## config.mk

```make
export PLATFORM = sky130hd
export DESIGN_NAME = i2c_txn_arbiter
export DESIGN_NICKNAME = d
export VERILOG_FILES = /design/src/rtl/i2c_arb_pkg.sv /design/src/rtl/rr_pick.sv /design/src/rtl/i2c_txn_arbiter.sv
export SDC_FILE = /design/constraint.sdc
export NUM_CORES = 1
export LEC_CHECK = 0
export CAP_MARGIN = 40
export CORE_UTILIZATION = 50
export CTS_BUF_LIST = sky130_fd_sc_hd__clkbuf_8
export DETAILED_ROUTE_END_ITERATION = 8
export GPL_TIMING_DRIVEN = 0
export HOLD_SLACK_MARGIN = 0.02
export PLACE_DENSITY_LB_ADDON = 0.2
export SETUP_SLACK_MARGIN = 0.15
export SLEW_MARGIN = 30
export SYNTH_ARGS = -nofsm -noshare
export SYNTH_HDL_FRONTEND = slang
export SYNTH_SLANG_ARGS = --single-unit
```

## constraint.sdc

```tcl
create_clock -name clk -period 3 [get_ports clk]
set_input_delay 0.3 -clock clk [delete_from_list [all_inputs] [get_ports clk]]
set_output_delay 0.3 -clock clk [all_outputs]
set_load 0.01 [all_outputs]
```

## src/rtl/i2c_arb_pkg.sv

```systemverilog
// Shared definitions for the I2C transaction arbiter.
// Holds the arbiter state encoding, the read/write direction constants
// used on req_rw, and the default timeout and inter-transaction gap lengths.
package i2c_arb_pkg;

    typedef enum logic [2:0] {
        IDLE,
        GRANT,
        RUN,
        RESP,
        GAP_WAIT
    } arb_state_t;

    localparam logic RW_WRITE = 1'b0;
    localparam logic RW_READ  = 1'b1;

    localparam int DEFAULT_TIMEOUT = 4096;
    localparam int DEFAULT_GAP     = 4;

endpackage

```

## src/rtl/rr_pick.sv

```systemverilog
// Combinational round-robin selector.
// Finds the first set bit of req, starting at position ptr and wrapping
// modulo N, so the requester at ptr has the highest priority this round.
// Ports:
//   req   - request vector, one bit per requester
//   ptr   - index of the highest-priority requester
//   idx   - index of the selected requester (0 when nothing is found)
//   found - high when at least one req bit is set
module rr_pick #(
    parameter int N = 2,
    localparam int IW = (N > 1) ? $clog2(N) : 1
) (
    input  logic [N-1:0]  req,
    input  logic [IW-1:0] ptr,
    output logic [IW-1:0] idx,
    output logic          found
);

    logic [IW-1:0] cand;

    // Walk the requesters in priority order starting at ptr; the first
    // pending one wins and later candidates are ignored once found is set.
    always_comb begin
        idx   = '0;
        found = 1'b0;
        cand  = '0;
        for (int k = 0; k < N; k++) begin
            if (!found) begin
                cand = IW'((int'(ptr) + k) % N);
                if (req[cand]) begin
                    idx   = cand;
                    found = 1'b1;
                end
            end
        end
    end

endmodule

```

## src/rtl/i2c_txn_arbiter.sv

```systemverilog
// Shares one I2C master engine between N_REQ register clients.
// A round-robin pick chooses one pending requester; its direction, device,
// register address and write data are latched and driven to the engine
// together with the send or receive enable. The engine is given TIMEOUT
// cycles to pulse eng_done; the outcome (read byte or timeout) is returned
// as a one-cycle rsp_valid pulse to the winner, and both enables are then
// held low for GAP cycles so the engine can reset itself.
// Ports:
//   clk, rst          - clock and asynchronous active-high reset
//   req_valid/rw      - per-requester pending flag and direction (1 = read)
//   req_dev/addr/wdata- packed per-requester device, register and data
//   rsp_valid         - one-hot completion pulse to the owning requester
//   rsp_rdata/rsp_err - read byte and timeout flag, valid with rsp_valid
//   busy              - high from grant until the end of the gap
//   eng_send_en/recv_en, eng_dev/addr/wdata - engine control and operands
//   eng_done/eng_rdata- engine completion pulse and read byte
module i2c_txn_arbiter
    import i2c_arb_pkg::*;
#(
    parameter int N_REQ   = 2,
    parameter int TIMEOUT = DEFAULT_TIMEOUT,
    parameter int GAP     = DEFAULT_GAP
) (
    input  logic               clk,
    input  logic               rst,
    input  logic [N_REQ-1:0]   req_valid,
    input  logic [N_REQ-1:0]   req_rw,
    input  logic [7*N_REQ-1:0] req_dev,
    input  logic [8*N_REQ-1:0] req_addr,
    input  logic [8*N_REQ-1:0] req_wdata,
    output logic [N_REQ-1:0]   rsp_valid,
    output logic [7:0]         rsp_rdata,
    output logic               rsp_err,
    output logic               busy,
    output logic               eng_send_en,
    output logic               eng_recv_en,
    output logic [6:0]         eng_dev,
    output logic [7:0]         eng_addr,
    output logic [7:0]         eng_wdata,
    input  logic               eng_done,
    input  logic [7:0]         eng_rdata
);

    localparam int IW   = (N_REQ > 1) ? $clog2(N_REQ) : 1;
    localparam int CMAX = (TIMEOUT > GAP) ? TIMEOUT : GAP;
    localparam int CW   = $clog2(CMAX + 1);

    arb_state_t    state;
    logic [IW-1:0] ptr;
    logic [IW-1:0] winner;
    logic          lat_rw;
    logic [CW-1:0] cnt;
    logic [IW-1:0] pick_idx;
    logic          pick_found;

    rr_pick #(
        .N(N_REQ)
    ) u_rr_pick (
        .req  (req_valid),
        .ptr  (ptr),
        .idx  (pick_idx),
        .found(pick_found)
    );

    // Arbiter FSM. The engine operands and enables are loaded on the
    // IDLE->GRANT edge so the enable is already high during GRANT, and those
    // registers double as the latched copy of the request: later changes on
    // req_* cannot reach the engine. The same counter times the engine in
    // RUN and the quiet gap in GAP_WAIT. eng_done is only looked at in RUN,
    // and it is tested before the timeout so a coincident completion wins.
    always_ff @(posedge clk or posedge rst) begin
        if (rst) begin
            state       <= IDLE;
            ptr         <= '0;
            winner      <= '0;
            lat_rw      <= RW_WRITE;
            cnt         <= '0;
            rsp_valid   <= '0;
            rsp_rdata   <= 8'h00;
            rsp_err     <= 1'b0;
            busy        <= 1'b0;
            eng_send_en <= 1'b0;
            eng_recv_en <= 1'b0;
            eng_dev     <= 7'h00;
            eng_addr    <= 8'h00;
            eng_wdata   <= 8'h00;
        end else begin
            case (state)
                IDLE: begin
                    if (pick_found) begin
                        winner      <= pick_idx;
                        lat_rw      <= req_rw[pick_idx];
                        eng_dev     <= req_dev[int'(pick_idx)*7 +: 7];
                        eng_addr    <= req_addr[int'(pick_idx)*8 +: 8];
                        eng_wdata   <= req_wdata[int'(pick_idx)*8 +: 8];
                        eng_send_en <= (req_rw[pick_idx] == RW_WRITE);
                        eng_recv_en <= (req_rw[pick_idx] == RW_READ);
                        busy        <= 1'b1;
                        cnt         <= '0;
                        state       <= GRANT;
                    end
                end
                GRANT: begin
                    cnt   <= '0;
                    state <= RUN;
                end
                RUN: begin
                    if (eng_done) begin
                        rsp_rdata   <= (lat_rw == RW_READ) ? eng_rdata : 8'h00;
                        rsp_err     <= 1'b0;
                        rsp_valid   <= N_REQ'(1) << winner;
                        eng_send_en <= 1'b0;
                        eng_recv_en <= 1'b0;
                        state       <= RESP;
                    end else if (cnt == CW'(TIMEOUT - 1)) begin
                        rsp_rdata   <= 8'h00;
                        rsp_err     <= 1'b1;
                        rsp_valid   <= N_REQ'(1) << winner;
                        eng_send_en <= 1'b0;
                        eng_recv_en <= 1'b0;
                        state       <= RESP;
                    end else begin
                        cnt <= cnt + 1'b1;
                    end
                end
                RESP: begin
                    rsp_valid <= '0;
                    rsp_rdata <= 8'h00;
                    rsp_err   <= 1'b0;
                    if (int'(winner) == N_REQ - 1) begin
                        ptr <= '0;
                    end else begin
                        ptr <= winner + 1'b1;
                    end
                    cnt   <= '0;
                    state <= GAP_WAIT;
                end
                GAP_WAIT: begin
                    if (cnt == CW'(GAP - 1)) begin
                        busy  <= 1'b0;
                        state <= IDLE;
                    end else begin
                        cnt <= cnt + 1'b1;
                    end
                end
                default: begin
                    state <= IDLE;
                end
            endcase
        end
    end

endmodule

```

* Word-level counts from Yosys, hierarchy flattened
Cells that the tools add are included.
** Word-level totals
- Bits in registers :: 56
- Input bits :: 61
- Output and inout port bits :: 37
- Word-level logic and storage cells :: 92
** Operators by class
- Add/subtract/negate cells :: 3
- Multiply operators :: 1
- Order comparisons :: 3
- Equality and inequality tests :: 12
- Shift-type cells :: 4
- Mux-type cells :: 42
- Bitwise logic cells :: 1
- Reductions and logical operators :: 12
** Operator list (number)
- 2-to-1 mux 13 bit :: 4
- case mux 13 bit (4 select lines) :: 1
- indexed part select 16 x 5 -> 8 bit :: 2
- 2-to-1 mux 8 bit :: 3
- 2-to-1 mux 1 bit :: 21
- case mux 8 bit (2 select lines) :: 1
- case mux 3 bit (5 select lines) :: 1
- indexed part select 14 x 5 -> 7 bit :: 1
- adder 13 x 1 -> 13 bit (second input constant) :: 1
- == test 13 x 12 -> 1 bit (second input constant) :: 1
- == test 13 x 2 -> 1 bit (second input constant) :: 1
- 2-to-1 mux 3 bit :: 4
- inequality test 2 bit (second input constant) :: 5
- AND reduction 3 bit :: 3
- case mux 1 bit (2 select lines) :: 4
- == test 3 x 2 -> 1 bit (second input constant) :: 2
- less-than comparator 1 x 2 -> 1 bit (second input constant) :: 3
- nonzero test 2 bit :: 3
- AND reduction 5 bit :: 1
- multiplier 1 x 3 -> 4 bit (second input constant) :: 1
- 2-to-1 mux 2 bit :: 2
- case mux 2 bit (2 select lines) :: 1
- AND reduction 2 bit :: 2
- nonzero test 4 bit :: 1
- 8 further kinds :: 9

* Depth between registers and ports, before layout
Gate-level depths: netlist of the first run.
- Depth in word-level cells :: 10
- Depth in mapped cells :: 7
- Depth with buffers taken out :: 6

* By module
From an unflattened synthesis of the first run, not the netlist that was laid out.
** Second synthesis, totals
- Cells, all modules :: 279
- Area total of the unflattened synthesis :: 2685.1 µm²
** Modules (own cells, without submodules)
- i2c_txn_arbiter :: instances 1, cells each 276, area each 2667.6 µm², seq. area each 1401.3 µm²
- rr_pick :: instances 1, cells each 3, area each 17.5 µm², seq. area each 0.0 µm²

* Worst setup path after synthesis of the first run
Ideal clock, no wire load.
- Path type :: register -> register
- From :: register cnt[0]
- To :: register cnt[7]
- Setup time :: 0.132 ns
- Arrival :: 1.592 ns
- Required time :: 2.868 ns
- Setup slack :: 1.276 ns
- Stages on the path, launching flop included :: 8
- Buffers on the path :: 1
- Period minus slack after synthesis :: 1.724 ns
- Path through :: dfrtp_1 -> ha_1 -> nor4b_1 -> nand4_1 -> o21ai_2 -> nand3b_1 -> clkbuf_8 -> o31ai_1
** Between the ends
- Cells in the longest elaborated chain, start to end :: 4
- Elaborated cells between the ends (all ways) :: 10
- Classes of those cells :: 1 x add/sub; 4 x eq/ne; 4 x mux; 1 x reduce/logical
** RTL lines
- from (decl) :: line i2c_txn_arbiter.sv:52 : logic [CW-1:0] cnt;
- from (signal assigned) :: line i2c_txn_arbiter.sv:123 : cnt <= cnt + 1'b1;
- from (signal assigned) :: line i2c_txn_arbiter.sv:143 : cnt <= cnt + 1'b1;
- adder 13 x 1 -> 13 bit :: line i2c_txn_arbiter.sv:123, i2c_txn_arbiter.sv:143
- 2-to-1 mux 13 bit :: line i2c_txn_arbiter.sv:115 : end else if (cnt == CW'(TIMEOUT - 1)) begin
- 2-to-1 mux 13 bit :: line i2c_txn_arbiter.sv:108 : if (eng_done) begin
- case mux 13 bit (4 select lines) :: line i2c_txn_arbiter.sv:88 : case (state)
Parallel ways exist; a longest one is shown, timed or not. The select of a mux whose other input is x is not followed.
A chain may end at the register's enable or synchronous reset.

* Worst setup path after layout of the first run
- From :: register cnt[0]
- To :: register cnt[10]
The elaborated chain is that of the path after synthesis.

==> impl_metrics.json, run 1 <==
{
  "status": "complete, no violations",
  "synth.top_cell.area_share_pct": 49.7,
  "ios": 98,
  "cts_buffer_depth": 2,
  "end_kind": "register",
  "fin_ws_ns": 0.849,
  "peakVddDrop_mv": 0.478,
  "clkTransAtPathRegs_ns": 0.10,
  "grt_pass1_wl_mm": 11.4,
  "wire_per_inst_um": 14.9,
  "fin_crit_sh_pct": 71.7,
  "grt_max_degree": 38,
  "grt_overflow": 0,
  "synth_common_cells": "dfrtp_1, nor2_1, nand2_1",
  "ant_nets": 0,
  "grt_usage_pct": 24.7,
  "synth_area_mm2": 0.00282,
  "reg2reg_slack_ns": 0.85,
  "synthMuxAreaShare_pct": 8.52,
  "area_growth_pct": 41.7,
  "drc_errors": 0,
  "drv_cap": 0,
  "root_buffer": "clkbuf_8",
  "core_area_mm2": 0.00527,
  "cp.arrival_ns": 2.34,
  "dieArea_mm2": 0.00594,
  "drive_gt1_share_pct": 8.33,
  "synth.avg_cell_area_um2": 9.72,
  "post_cts_buffers": 0,
  "cts_hold_buf": 0,
  "startpoint_type": "register",
  "cts_resized": 0,
  "die_w_um": 77.1,
  "synthSimpleGateAreaFrac_pct": 19.1,
  "drt-total-wl_mm": 6.93,
  "rows": 26,
  "first_pass_iters": 4,
  "setup_viol": 0,
  "crit_start": "cnt[0]",
  "placement.cell_area_mm2": 0.00390,
  "start_util_pct": 53.5,
  "synth_flop_cell": "dfrtp_1",
  "worst_slew_pin_slew_ns": 0.468,
  "fmax_mhz": 465,
  "synthesis.nets": 352,
  "synth_compound_area_share_pct": 16.5,
  "diodes": 0,
  "port_buffers": 97,
  "worst-path-max-fanout": 10,
  "place_worst_setup_slack_ns": 0.789,
  "synth_area_leaders": "dfrtp_1, mux2i_1, o31ai_1",
  "multi_input_area_mm2": 0.00127,
  "final_max_slew_viol_count": 0,
  "cts.sink_count": 56,
  "p_per_area_mw_per_mm2": 797,
  "reg2reg_to": "cnt[10]",
  "synth-edff-count": 0,
  "cts_buffers": 5,
  "setup.worst_path.class": "reg2reg",
  "synth_fa_ha_area_share_pct": 0.444,
  "antenna_found_initial": 0,
  "dp_hpwl_mm": 5.29,
  "setup_tns_ns": 0,
  "hp-class": "in2async",
  "fillers": 389,
  "syn_inst": 290,
  "rr_worst_depth": 7,
  "synth_area_leader_cell": "dfrtp_1",
  "nNetsFinal": 457,
  "worstSkewPairLatency_ns": 0.31,
  "synth.most_common_cell": "dfrtp_1",
  "post-route-cell-area_mm2": 0.00399,
  "finalClockSkew_ns": 0.00422,
  "cts_tree": "yes",
  "die_h_um": 77.1,
  "seqCellArea_mm2": 0.00140,
  "period_needed_ns": 2.15,
  "leakage_uw": 0.00177,
  "vias": 2552,
  "relSlewSlack_pct": 68.8,
  "htreeDepth": 2,
  "synth_top_family_by_area": "simple AND/OR/NAND/NOR gates",
  "fin_util_pct": 75.8,
  "place.gp.congestion": 0.878,
  "synth-seq-cells": 56,
  "grt_pass1_vias": 2400,
  "critPathRequiredTime_ns": 3.19,
  "r2r_start": "cnt[0]",
  "synth_cell_type_count": 46,
  "synthArstFlopShare_pct": 100,
  "vias_per_cell": 5.48,
  "finalHoldViolations": 0,
  "seq_area_frac_synth_pct": 49.7,
  "synthXorXnorAreaFrac_pct": 0.311,
  "rsz0062_at_grt": "false",
  "whs_ns": 0.273,
  "dr.first_iter.drc_count": 168,
  "yosys_warnings": 0
}
## cells by family (layout without fill, tap and decap cells)
logic type      after synthesis  in the layout
flops                        56             56
fa+ha+maj                     1              1
compound gates               76             76
buf+inv                      25            131
xor+xnor                      1              1
simple gates                107            107
mux                          24             24
## routing by layer
| metal | global-route usage (%) | part of all wire, % | vias to the layer above | wire (um) |
|---|---|---|---|---|
| met5 | 0 | 0 | - | 0 |
| met4 | 10.2 | 1.8 | 0 | 124 |
| met3 | 6.31 | 7.4 | 13 | 513 |
| met2 | 40.5 | 49 | 93 | 3360 |
| met1 | 31.1 | 42 | 1199 | 2930 |
| li1 | - | - | 1247 | - |
## critical path: stages, from the launching register on
cell and delay [ns]:
dfrtp_1 0.41, ha_1 0.28, nor4b_1 0.41, nand4_1 0.24, o21ai_2 0.21, nand3b_1 0.21, clkbuf_8 0.19, o31ai_1 0.08
## cells in the final DEF (no fill, tap or decap), drive strengths merged, types with 3 or more instances in the layout
master,netlist,routed
clkdlybuf4s50,0,97
dfrtp,56,56
nor2,35,35
nand2,30,30
a21oi,26,26
mux2i,24,24
o31ai,20,20
o21ai,19,19
clkbuf,8,14
buf,12,13
nand3,9,9
and3,6,6
inv,5,6
nand2b,5,5
nor4,5,5
nor3,4,4
a31oi,3,3
## per-stage QoR
step	instances	total power (uW)
floorplan	290	2040
global route	466	3430
finish	466	3180
global placement	457	2730
detailed placement	458	2770
CTS	466	3200
## sequential cells by signal, summed over array words and instances, names as in the netlist
| signal | flops |
|---|---|
| ptr | 1 |
| state | 3 |
| winner | 1 |
| eng_recv_en | 1 |
| busy | 1 |
| eng_dev | 7 |
| eng_send_en | 1 |
| eng_addr | 8 |
| rsp_rdata | 8 |
| cnt | 13 |
| lat_rw | 1 |
| rsp_err | 1 |
| rsp_valid | 2 |
| eng_wdata | 8 |
## report_power, final
part / switching [uW] / total (uW) / leakage (uW) / internal (uW)
Sequential: 153 / 1170 / 0.000688 / 1010
Combinational: 813 / 1590 / 0.00103 / 780
Clock: 237 / 422 / 0.0000486 / 185
## worst max path at each step
stage              endpoint  slack (ns)
2_1_floorplan        cnt[7]        1.28
3_3_place_gp         cnt[1]        0.33
3_5_place_dp   eng_wdata[5]        0.79
4_1_cts             cnt[10]        0.86
5_1_grt              cnt[0]        0.69
6_report            cnt[10]        0.85
## layout make-up
cell class	instances	share of cell area, %
Sequential cell	56	35.1
Multi-Input combinational cell	209	31.7
Timing Repair Buffer	98	24.8
Buffer	20	3.32
Tap cell	70	2.19
Clock buffer	6	2.07
Inverter	5	0.533
Clock inverter	2	0.282
Power figures use the tool's default switching activity.
==> run 2: changes to the inputs <==
- CORE_UTILIZATION: 50 -> 47
- clock period: 3 -> 2 ns (I/O delays scaled with it)
==> run 2 against run 1 <==
Critical endpoint is now cnt[1]. Worst setup slack lost 0.66 ns. Largest cell class unchanged. Total power rose by 54%. Critical path type unchanged. Clock-buffer cell count decreased by 1.
==> impl_metrics.json, run 2 (same netlist as run 1, synthesis figures left out) <==
{
  "post-route-cell-area_mm2": 0.00421,
  "startpoint_type": "register",
  "placement.cell_area_mm2": 0.00390,
  "relSlewSlack_pct": 73.5,
  "power_uw": 4890,
  "dieArea_mm2": 0.00631,
  "rsz0062_at_grt": "true",
  "cts_buffers": 5,
  "seq_power_share_pct": 36.0,
  "grt_max_degree": 45,
  "leakage_uw": 0.00187,
  "highest_layer": "met4",
  "r2r_start": "cnt[10]",
  "root_buffer": "clkbuf_8",
  "seqCellArea_mm2": 0.00141,
  "antenna_found_initial": 0,
  "fin_crit_sh_pct": 90.4,
  "ios": 98,
  "drive_gt1_share_pct": 15.8,
  "wl_met2_mm": 3.89,
  "final_max_slew_viol_count": 0,
  "worst-path-max-fanout": 6,
  "die_w_um": 79.4,
  "cts_buffer_depth": 2,
  "hp-class": "in2async",
  "crit_start": "cnt[10]",
  "drt-total-wl_mm": 7.51,
  "met1_length_mm": 3.10,
  "start_util_pct": 50.0,
  "vias_per_cell": 5.53,
  "die_h_um": 79.4,
  "wire_per_inst_um": 15.7,
  "rows": 27,
  "finalClockSkew_ns": 0.00631,
  "p_int_uw": 3020,
  "dp_hpwl_mm": 5.39,
  "grt_overflow": 0,
  "drc_errors": 0,
  "port_buffers": 97,
  "power_frac_clock_pct": 12.3,
  "setup.worst_path.class": "reg2reg",
  "place.gp.congestion": 0.855,
  "grt_pass1_wl_mm": 11.7,
  "cts.sink_count": 56,
  "worstSkewPairLatency_ns": 0.31,
  "reg2reg_to": "cnt[1]",
  "drv_cap": 0,
  "swShare_pct": 38.1,
  "critPathRequiredTime_ns": 2.22,
  "area_growth_pct": 49.4,
  "ant_nets": 0,
  "clkTransAtPathRegs_ns": 0.10,
  "regMostFlops": "cnt",
  "peakVddDrop_mv": 0.852,
  "reg2reg_slack_ns": 0.19,
  "grt_usage_pct": 23.8,
  "core_area_mm2": 0.00564,
  "multi_input_area_mm2": 0.00139,
  "fillers": 412,
  "layout_common_cells": "clkdlybuf4s50_1, dfrtp_1, nor2_1",
  "setup_viol": 0,
  "dr.first_iter.drc_count": 154,
  "dr_wl_met3_um": 378,
  "largest_reg_flops": 13,
  "rr_worst_depth": 6,
  "layout_commonest_cell": "clkdlybuf4s50_1",
  "cts_tree": "yes",
  "netSwitchingPower_uw": 1860,
  "period_needed_ns": 1.81,
  "first_pass_iters": 4,
  "fmax_mhz": 553,
  "diodes": 0,
  "vias": 2645,
  "finalHoldViolations": 0,
  "grt_pass1_vias": 2507,
  "combPwrFrac_pct": 51.7,
  "end_kind": "register",
  "worst_slew_pin_slew_ns": 0.397,
  "status": "complete, no violations",
  "nNetsFinal": 467,
  "p_per_area_mw_per_mm2": 1160,
  "cp.arrival_ns": 2.03,
  "htreeDepth": 2
}
## run 2: changes by cell type in the layout (fill, tap and decap cells not counted), moves of 3 or more
cell      previous run  this run
o31ai_1             20        16
buf_4                2        11
dfrtp_1             56        52
clkbuf_4             0         3
clkbuf_1             4         0
dfrtp_2              0         4
o31ai_2              0         4
## run 2: how the worst max path moves through the flow
stage / slack, ns / to
floorplan: 0.28 / cnt[7]
global placement: -0.62 / eng_wdata[7]
detailed placement: -0.11 / eng_wdata[5]
CTS: 0.13 / cnt[0]
global route: 0.04 / cnt[8]
finish: 0.19 / cnt[1]
## run 2: power groups by stage
| stage | sequential, uW | clock, uW | combinational, uW |
|---|---|---|---|
| 2_1_floorplan | 1890 | 0 | 1160 |
| 4_1_cts | 1740 | 612 | 2470 |
| 3_5_place_dp | 1770 | 0 | 2400 |
| 5_1_grt | 1810 | 647 | 2770 |
| 6_report | 1760 | 600 | 2530 |
| 3_3_place_gp | 1750 | 0 | 2330 |
## run 2: cell type report
type	count	area share [%]
Sequential cell	56	33.4
Inverter	5	0.505
Multi-Input combinational cell	209	33.0
Tap cell	72	2.14
Timing Repair Buffer	109	25.4
Clock buffer	5	1.63
Clock inverter	3	0.386
Buffer	19	3.45
## run 2: what timing repair did
item	CTS	global route
pin swaps	3	6
setup buffers	4	5
hold buffers	0	0
gates cloned	1	1
setup endpoints to repair	29	49
resized for setup	10	27
## run 2: stage by stage
step           util [%]  worst slack (ns)  instances  TNS [ns]  hold WS (ns)
2_1_floorplan         -             0.276        290         0         0.336
3_3_place_gp       68.8            -0.619        459    -35.23         0.461
3_5_place_dp       69.2            -0.112        460     -2.15         0.469
4_1_cts            72.0             0.129        473         0         0.153
5_1_grt            74.6            0.0424        478         0         0.165
6_report           74.6             0.191        478         0         0.142
## run 2: per-layer routing
layer / GRT usage (%) / vias up
met5: 0 / -
met3: 4.23 / 15
met2: 42.3 / 82
met4: 8.00 / 0
li1: - / 1268
met1: 28.7 / 1280
## run 2: critical path, cell delays in order (launching register included)
cell and delay [ns]:
dfrtp_2 0.46, nand3_2 0.10, or4_4 0.50, nor4_4 0.28, buf_4 0.22, o21ai_0 0.08, o31ai_1 0.08
